<file path="src/rtl/vcode_gen.sv">
// vcode_gen: transmit-side virtual-code generator.
// Accumulates a CRC over each outgoing frame (FRAME_WIDTH/DWIDTH beats),
// XORs the zero-extended frame ID into it and writes the result into the
// low CRC_WIDTH bits of the frame's last beat. One cycle of latency.
module vcode_gen #(
  parameter int unsigned                 FRAME_WIDTH    = 256,
  parameter int unsigned                 DWIDTH         = 64,
  parameter int unsigned                 CRC_WIDTH      = 12,
  parameter logic [CRC_WIDTH-1:0]        CRC_POLY       = 12'h02f,
  parameter int unsigned                 FRAME_ID_WIDTH = 8
) (
  input  logic                      clk,
  input  logic                      rst,
  input  logic                      tx_up,
  input  logic                      sof,
  input  logic [DWIDTH-1:0]         data_in,
  input  logic                      rewind,
  input  logic [FRAME_ID_WIDTH-1:0] rewind_id,
  output logic [DWIDTH-1:0]         data_out,
  output logic                      sof_out,
  output logic                      valid_out,
  output logic [FRAME_ID_WIDTH-1:0] frame_id
);

  localparam int unsigned NBEATS = FRAME_WIDTH / DWIDTH;
  localparam bit          SINGLE = (NBEATS == 1);
  // Keep the counter at least one bit wide so single-beat builds elaborate.
  localparam int unsigned CNT_WIDTH = SINGLE ? 1 : $clog2(NBEATS);

  // One beat of CRC, bits consumed MSB first.
  function automatic logic [CRC_WIDTH-1:0] crc_step(
    input logic [CRC_WIDTH-1:0] c_in,
    input logic [DWIDTH-1:0]    d
  );
    logic [CRC_WIDTH-1:0] c;
    logic                 fb;
    c = c_in;
    for (int unsigned i = 0; i < DWIDTH; i++) begin
      fb = c[CRC_WIDTH-1] ^ d[DWIDTH-1-i];
      c  = {c[CRC_WIDTH-2:0], 1'b0} ^ (CRC_POLY & {CRC_WIDTH{fb}});
    end
    return c;
  endfunction

  logic [CNT_WIDTH-1:0]      cnt_q, cnt_d;
  logic [CRC_WIDTH-1:0]      crc_q, crc_d;
  logic                      isdata_q, isdata_d;
  logic [FRAME_ID_WIDTH-1:0] fid_cur_q, fid_cur_d;
  logic [FRAME_ID_WIDTH-1:0] frame_id_q, frame_id_d;
  logic [DWIDTH-1:0]         data_out_q, data_out_d;
  logic                      sof_out_q, sof_out_d;
  logic                      valid_out_q, valid_out_d;

  logic                      first, tail, in_frame;
  logic [DWIDTH-1:0]         beat_masked;
  logic [CRC_WIDTH-1:0]      crc_base, crc_new, fid_ext;

  // Frame tracking, CRC accumulation, vcode insertion and frame ID update.
  always_comb begin
    first       = 1'b0;
    tail        = 1'b0;
    in_frame    = 1'b0;
    cnt_d       = '0;
    if (SINGLE) begin
      first    = tx_up;
      tail     = tx_up;
      in_frame = tx_up;
    end else begin
      first    = sof & tx_up;
      in_frame = tx_up & (first | (cnt_q != '0));
      tail     = tx_up & ~first & (cnt_q == '1);
      if (!tx_up)             cnt_d = '0;
      else if (first)         cnt_d = CNT_WIDTH'(1);
      else if (cnt_q != '0)   cnt_d = cnt_q + CNT_WIDTH'(1);
      else                    cnt_d = '0;
    end

    // Header and ID are taken from the first beat; later beats reuse the latch
    // so a rewind during the frame cannot change the ID it carries.
    isdata_d  = first ? (data_in[DWIDTH-1 -: 2] == 2'b01) : isdata_q;
    fid_cur_d = first ? frame_id_q : fid_cur_q;
    fid_ext   = CRC_WIDTH'(fid_cur_d);

    beat_masked = data_in;
    if (tail) beat_masked[CRC_WIDTH-1:0] = '0;
    crc_base = first ? '0 : crc_q;
    crc_new  = crc_step(crc_base, beat_masked);
    crc_d    = (in_frame && !tail) ? crc_new : '0;

    if (!tx_up)
      data_out_d = data_out_q;
    else if (tail)
      data_out_d = {data_in[DWIDTH-1:CRC_WIDTH], crc_new ^ fid_ext};
    else
      data_out_d = data_in;
    sof_out_d   = sof & tx_up;
    valid_out_d = tx_up;

    if (rewind)                frame_id_d = rewind_id;
    else if (tail && isdata_d) frame_id_d = frame_id_q + FRAME_ID_WIDTH'(1);
    else                       frame_id_d = frame_id_q;
  end

  // State and output registers with synchronous reset.
  always_ff @(posedge clk) begin
    if (rst) begin
      cnt_q       <= '0;
      crc_q       <= '0;
      isdata_q    <= 1'b0;
      fid_cur_q   <= '0;
      frame_id_q  <= '0;
      data_out_q  <= '0;
      sof_out_q   <= 1'b0;
      valid_out_q <= 1'b0;
    end else begin
      cnt_q       <= cnt_d;
      crc_q       <= crc_d;
      isdata_q    <= isdata_d;
      fid_cur_q   <= fid_cur_d;
      frame_id_q  <= frame_id_d;
      data_out_q  <= data_out_d;
      sof_out_q   <= sof_out_d;
      valid_out_q <= valid_out_d;
    end
  end

  assign data_out  = data_out_q;
  assign sof_out   = sof_out_q;
  assign valid_out = valid_out_q;
  assign frame_id  = frame_id_q;

endmodule

</file>
<file path="config.mk">
export PLATFORM = sky130hd
export DESIGN_NAME = vcode_gen
export DESIGN_NICKNAME = d
export VERILOG_FILES = /design/src/rtl/vcode_gen.sv
export SDC_FILE = /design/constraint.sdc
export NUM_CORES = 1
export LEC_CHECK = 0
export ABC_AREA = 1
export BUFFER_PORTS_ARGS = -buffer_cell sky130_fd_sc_hd__buf_4
export CELL_PAD_IN_SITES_DETAIL_PLACEMENT = 1
export CELL_PAD_IN_SITES_GLOBAL_PLACEMENT = 1
export CORE_MARGIN = 2
export CORE_UTILIZATION = 42
export DETAILED_ROUTE_END_ITERATION = 12
export GPL_TIMING_DRIVEN = 0
export PLACE_DENSITY = 0.85
export SLEW_MARGIN = 30
export SYNTH_ARGS = -nofsm -noshare
export SYNTH_HDL_FRONTEND = slang
export SYNTH_SLANG_ARGS = --single-unit
</file>
<file path="constraint.sdc">
create_clock -name clk -period 7.6 [get_ports clk]
set_input_delay 1.52 -clock clk [delete_from_list [all_inputs] [get_ports clk]]
set_output_delay 1.52 -clock clk [all_outputs]
set_load 0.03 [all_outputs]
</file>
==> flow_metrics.tcl <==
set metrics [dict create \
    status "completed" \
    cpMostUsedCell "sky130_fd_sc_hd__nand2_1" \
    fin_setup_tns_ps 0 \
    post_place_instance_area_um2 10490 \
    grt_antenna_before_repair 0 \
    fin_nets 1843 \
    finalWeightedCongestion 0.8914 \
    max_freq_ghz 0.1474 \
    dieWidth_um 150.5 \
    worst_hold_path_type "reg2reg" \
    post_drt_wl_per_cell_um 17.29 \
    worstSetupPathType "in2reg" \
    grt_setup_unrepaired "false" \
    post_cts_resize_count 0 \
    die-area_um2 22650 \
    synth-seq-cells 97 \
    critPathArrivalTime_ps 7050 \
    final-hold-violation-count 0 \
    antenna_diodes 0 \
    clkSlewWorstSetupHoldPaths_ps 90 \
    post-route-min-period_ps 6785 \
    tritoncts.num_buffers 9 \
    mappedNetlistNets 1682 \
    cp_max_fo 10 \
    count_of_final_max_slew_check_failures 0 \
    drt-vias-per-instance 5.395 \
    tritoncts "yes" \
    max_slew.worst_pin.slew_ps 775.5 \
    postCtsSetupRepairBufs 0 \
    layout_cells_sized_above_1_pct 21.39 \
    routed_wl_mm 35.30 \
    grt_usage_pct 30.92 \
    grt_remaining_overflow 0 \
    final_min_period_over_clock_period_pct 89.27 \
    detail-route-antenna-nets 0 \
    port_buffers 150 \
    max-cap-violations 0 \
    worst_skew_pair.late_latency_ps 370 \
    first_global_vias 11130 \
    crit_slowest_cell "sky130_fd_sc_hd__xor2_1" \
    floorplan.rows 53 \
    timing.max_slew.rel_slack_pct 48.30 \
    avgSynthCellArea_um2 5.632 \
    postCtsHoldBufs 0 \
    most_common_library_cell_in_the_layout_ignoring_fill_and_taps "sky130_fd_sc_hd__nand2_1" \
    worstSetupEndpointType "flip-flop" \
    finish.instance_area_um2 10800 \
    via_count 11020 \
    clock_sinks 97 \
    cp.required_ps 7860 \
    fp.coreArea_um2 21020 \
    synth-edff-count 0 \
    drt-pass1-iter-count 5 \
    most-common-layout-cells "639 x sky130_fd_sc_hd__nand2_1, 253 x sky130_fd_sc_hd__nand3_1, 151 x sky130_fd_sc_hd__buf_4, 134 x sky130_fd_sc_hd__inv_1, 107 x sky130_fd_sc_hd__nand2_2" \
    part_of_the_yosys_area_used_for_sequential_elements_pct 21.54 \
    ys_async_sr_fraction_pct 0 \
    chipHeight_um 150.5 \
    critPathLaunchType "input port" \
    ys_dominant_reg_cell "sky130_fd_sc_hd__dfxtp_1" \
    grt_start_max_net_pins 22 \
    global_route_wire_length_before_repair_mm 55.41 \
    cts-htree-levels 3 \
    stdcell_count 2042 \
    detail_route.iter0.violations 559 \
    dp.cells 2026 \
    dp_hpwl_mm 29.51 \
    mappedNetlistArea_um2 9016 \
    timing.final.setup_violations 0 \
    fin_skew_ps 16.91 \
    drc 0 \
    ioPinCount 151 \
    number_of_warnings_printed_during_yosys_synthesis 0 \
    starting_density_of_the_core_pct 42.89 \
    max_stage_delay_ps 320 \
    area.growth.synth_to_final_pct 19.79 \
    cts.path.max_buffers 2 \
    cts-root-buf "sky130_fd_sc_hd__clkbuf_16" \
    synthDistinctLibCells 36 \
    netlist_instances 1601 \
]
==> final timing paths <==
kind / startpoint / to / slack, ps / cells past startpoint
min reg2reg: isdata_q / isdata_q / 490 / 2
max: sof / data_out[5] / 820 / 47
max reg2reg: crc_q[10] / data_out[5] / 1870 / 45
min: isdata_q / isdata_q / 490 / 2
==> per-stage QoR <==
stage          worst slack [ps]  hold WS, ps  util, %
2_1_floorplan              2117        445.2        -
3_3_place_gp              837.8        455.7    49.88
3_5_place_dp              598.9        466.1    49.88
4_1_cts                   976.9        482.5    51.38
5_1_grt                   286.2        515.0    51.38
6_report                  815.3        489.4    51.38
==> area by class of cell <==
type / count / area [um^2]
buffer: 29 / 126.4
clock buffer: 9 / 225.2
inverter: 175 / 656.9
sequential: 97 / 1942
fill: 3080 / 10220
tap: 275 / 344.1
multi-input combinational: 1300 / 6291
timing repair buffer: 150 / 1126
clock inverter: 7 / 88.84
==> sequential cells by signal, indices dropped and copies added, names as in the netlist <==
signal     cells
data_out      64
crc_q         12
fid_cur_q      8
frame_id       8
cnt_q          2
isdata_q       1
sof_out        1
valid_out      1
==> routing by layer <==
metal  vias to the layer above  track usage, %  share of wire (%)
li1                       5424               -                  -
met1                      5287           38.61                 44
met2                       243           55.89                 49
met3                        62           3.091                3.9
met4                         0           9.292                2.6
met5                         -               0                  0
==> worst max-delay path, delay by kind of cell <==
kind	cells	cell delay (ps)
AOI/OAI and AO/OA	1	60
and+or+nand+nor	41	4660
buffers and inverters	4	470
xor gates and xnor gates	1	320
==> synthesized netlist by cell type (3+ instances only) <==
master | number | area, um^2
sky130_fd_sc_hd__nand2_1 | 639 | 2399
sky130_fd_sc_hd__buf_1 | 3 | 11.26
sky130_fd_sc_hd__nor3_1 | 3 | 15.01
sky130_fd_sc_hd__nand2_4 | 13 | 146.4
sky130_fd_sc_hd__inv_2 | 41 | 153.9
sky130_fd_sc_hd__o21ai_0 | 72 | 360.4
sky130_fd_sc_hd__clkbuf_1 | 19 | 71.32
sky130_fd_sc_hd__nor2_1 | 53 | 198.9
sky130_fd_sc_hd__a211oi_1 | 4 | 30.03
sky130_fd_sc_hd__a31oi_1 | 7 | 43.79
sky130_fd_sc_hd__or2_1 | 3 | 18.77
sky130_fd_sc_hd__xor2_1 | 16 | 140.1
sky130_fd_sc_hd__inv_1 | 134 | 503.0
sky130_fd_sc_hd__nand3_1 | 253 | 1266
sky130_fd_sc_hd__nor2_2 | 3 | 18.77
sky130_fd_sc_hd__a21oi_1 | 61 | 305.3
sky130_fd_sc_hd__xnor2_2 | 3 | 48.80
sky130_fd_sc_hd__nand3b_1 | 6 | 45.04
sky130_fd_sc_hd__nand3_2 | 25 | 250.2
sky130_fd_sc_hd__or2_2 | 5 | 31.28
sky130_fd_sc_hd__dfxtp_1 | 97 | 1942
sky130_fd_sc_hd__xor2_2 | 3 | 48.80
sky130_fd_sc_hd__mux2i_1 | 4 | 40.04
sky130_fd_sc_hd__xnor2_1 | 5 | 43.79
sky130_fd_sc_hd__nand2_2 | 107 | 669.4
sky130_fd_sc_hd__ha_1 | 4 | 50.05
sky130_fd_sc_hd__nand4_1 | 3 | 18.77
sky130_fd_sc_hd__buf_2 | 5 | 25.02
==> cells by family after synthesis <==
| family | share of synthesized area [%] |
|---|---|
| flip-flops | 21.54 |
| AO/OA/AOI/OAI | 8.493 |
| multiplexers | 0.4441 |
| XOR/XNOR | 3.428 |
| adder cells (fa/ha/maj) | 0.5551 |
| AND/OR/NAND/NOR | 56.86 |
| buffers and inverters | 8.687 |
Power is not shown: default switching activity piles up to over one toggle a cycle in this logic, so the estimate is an artifact.
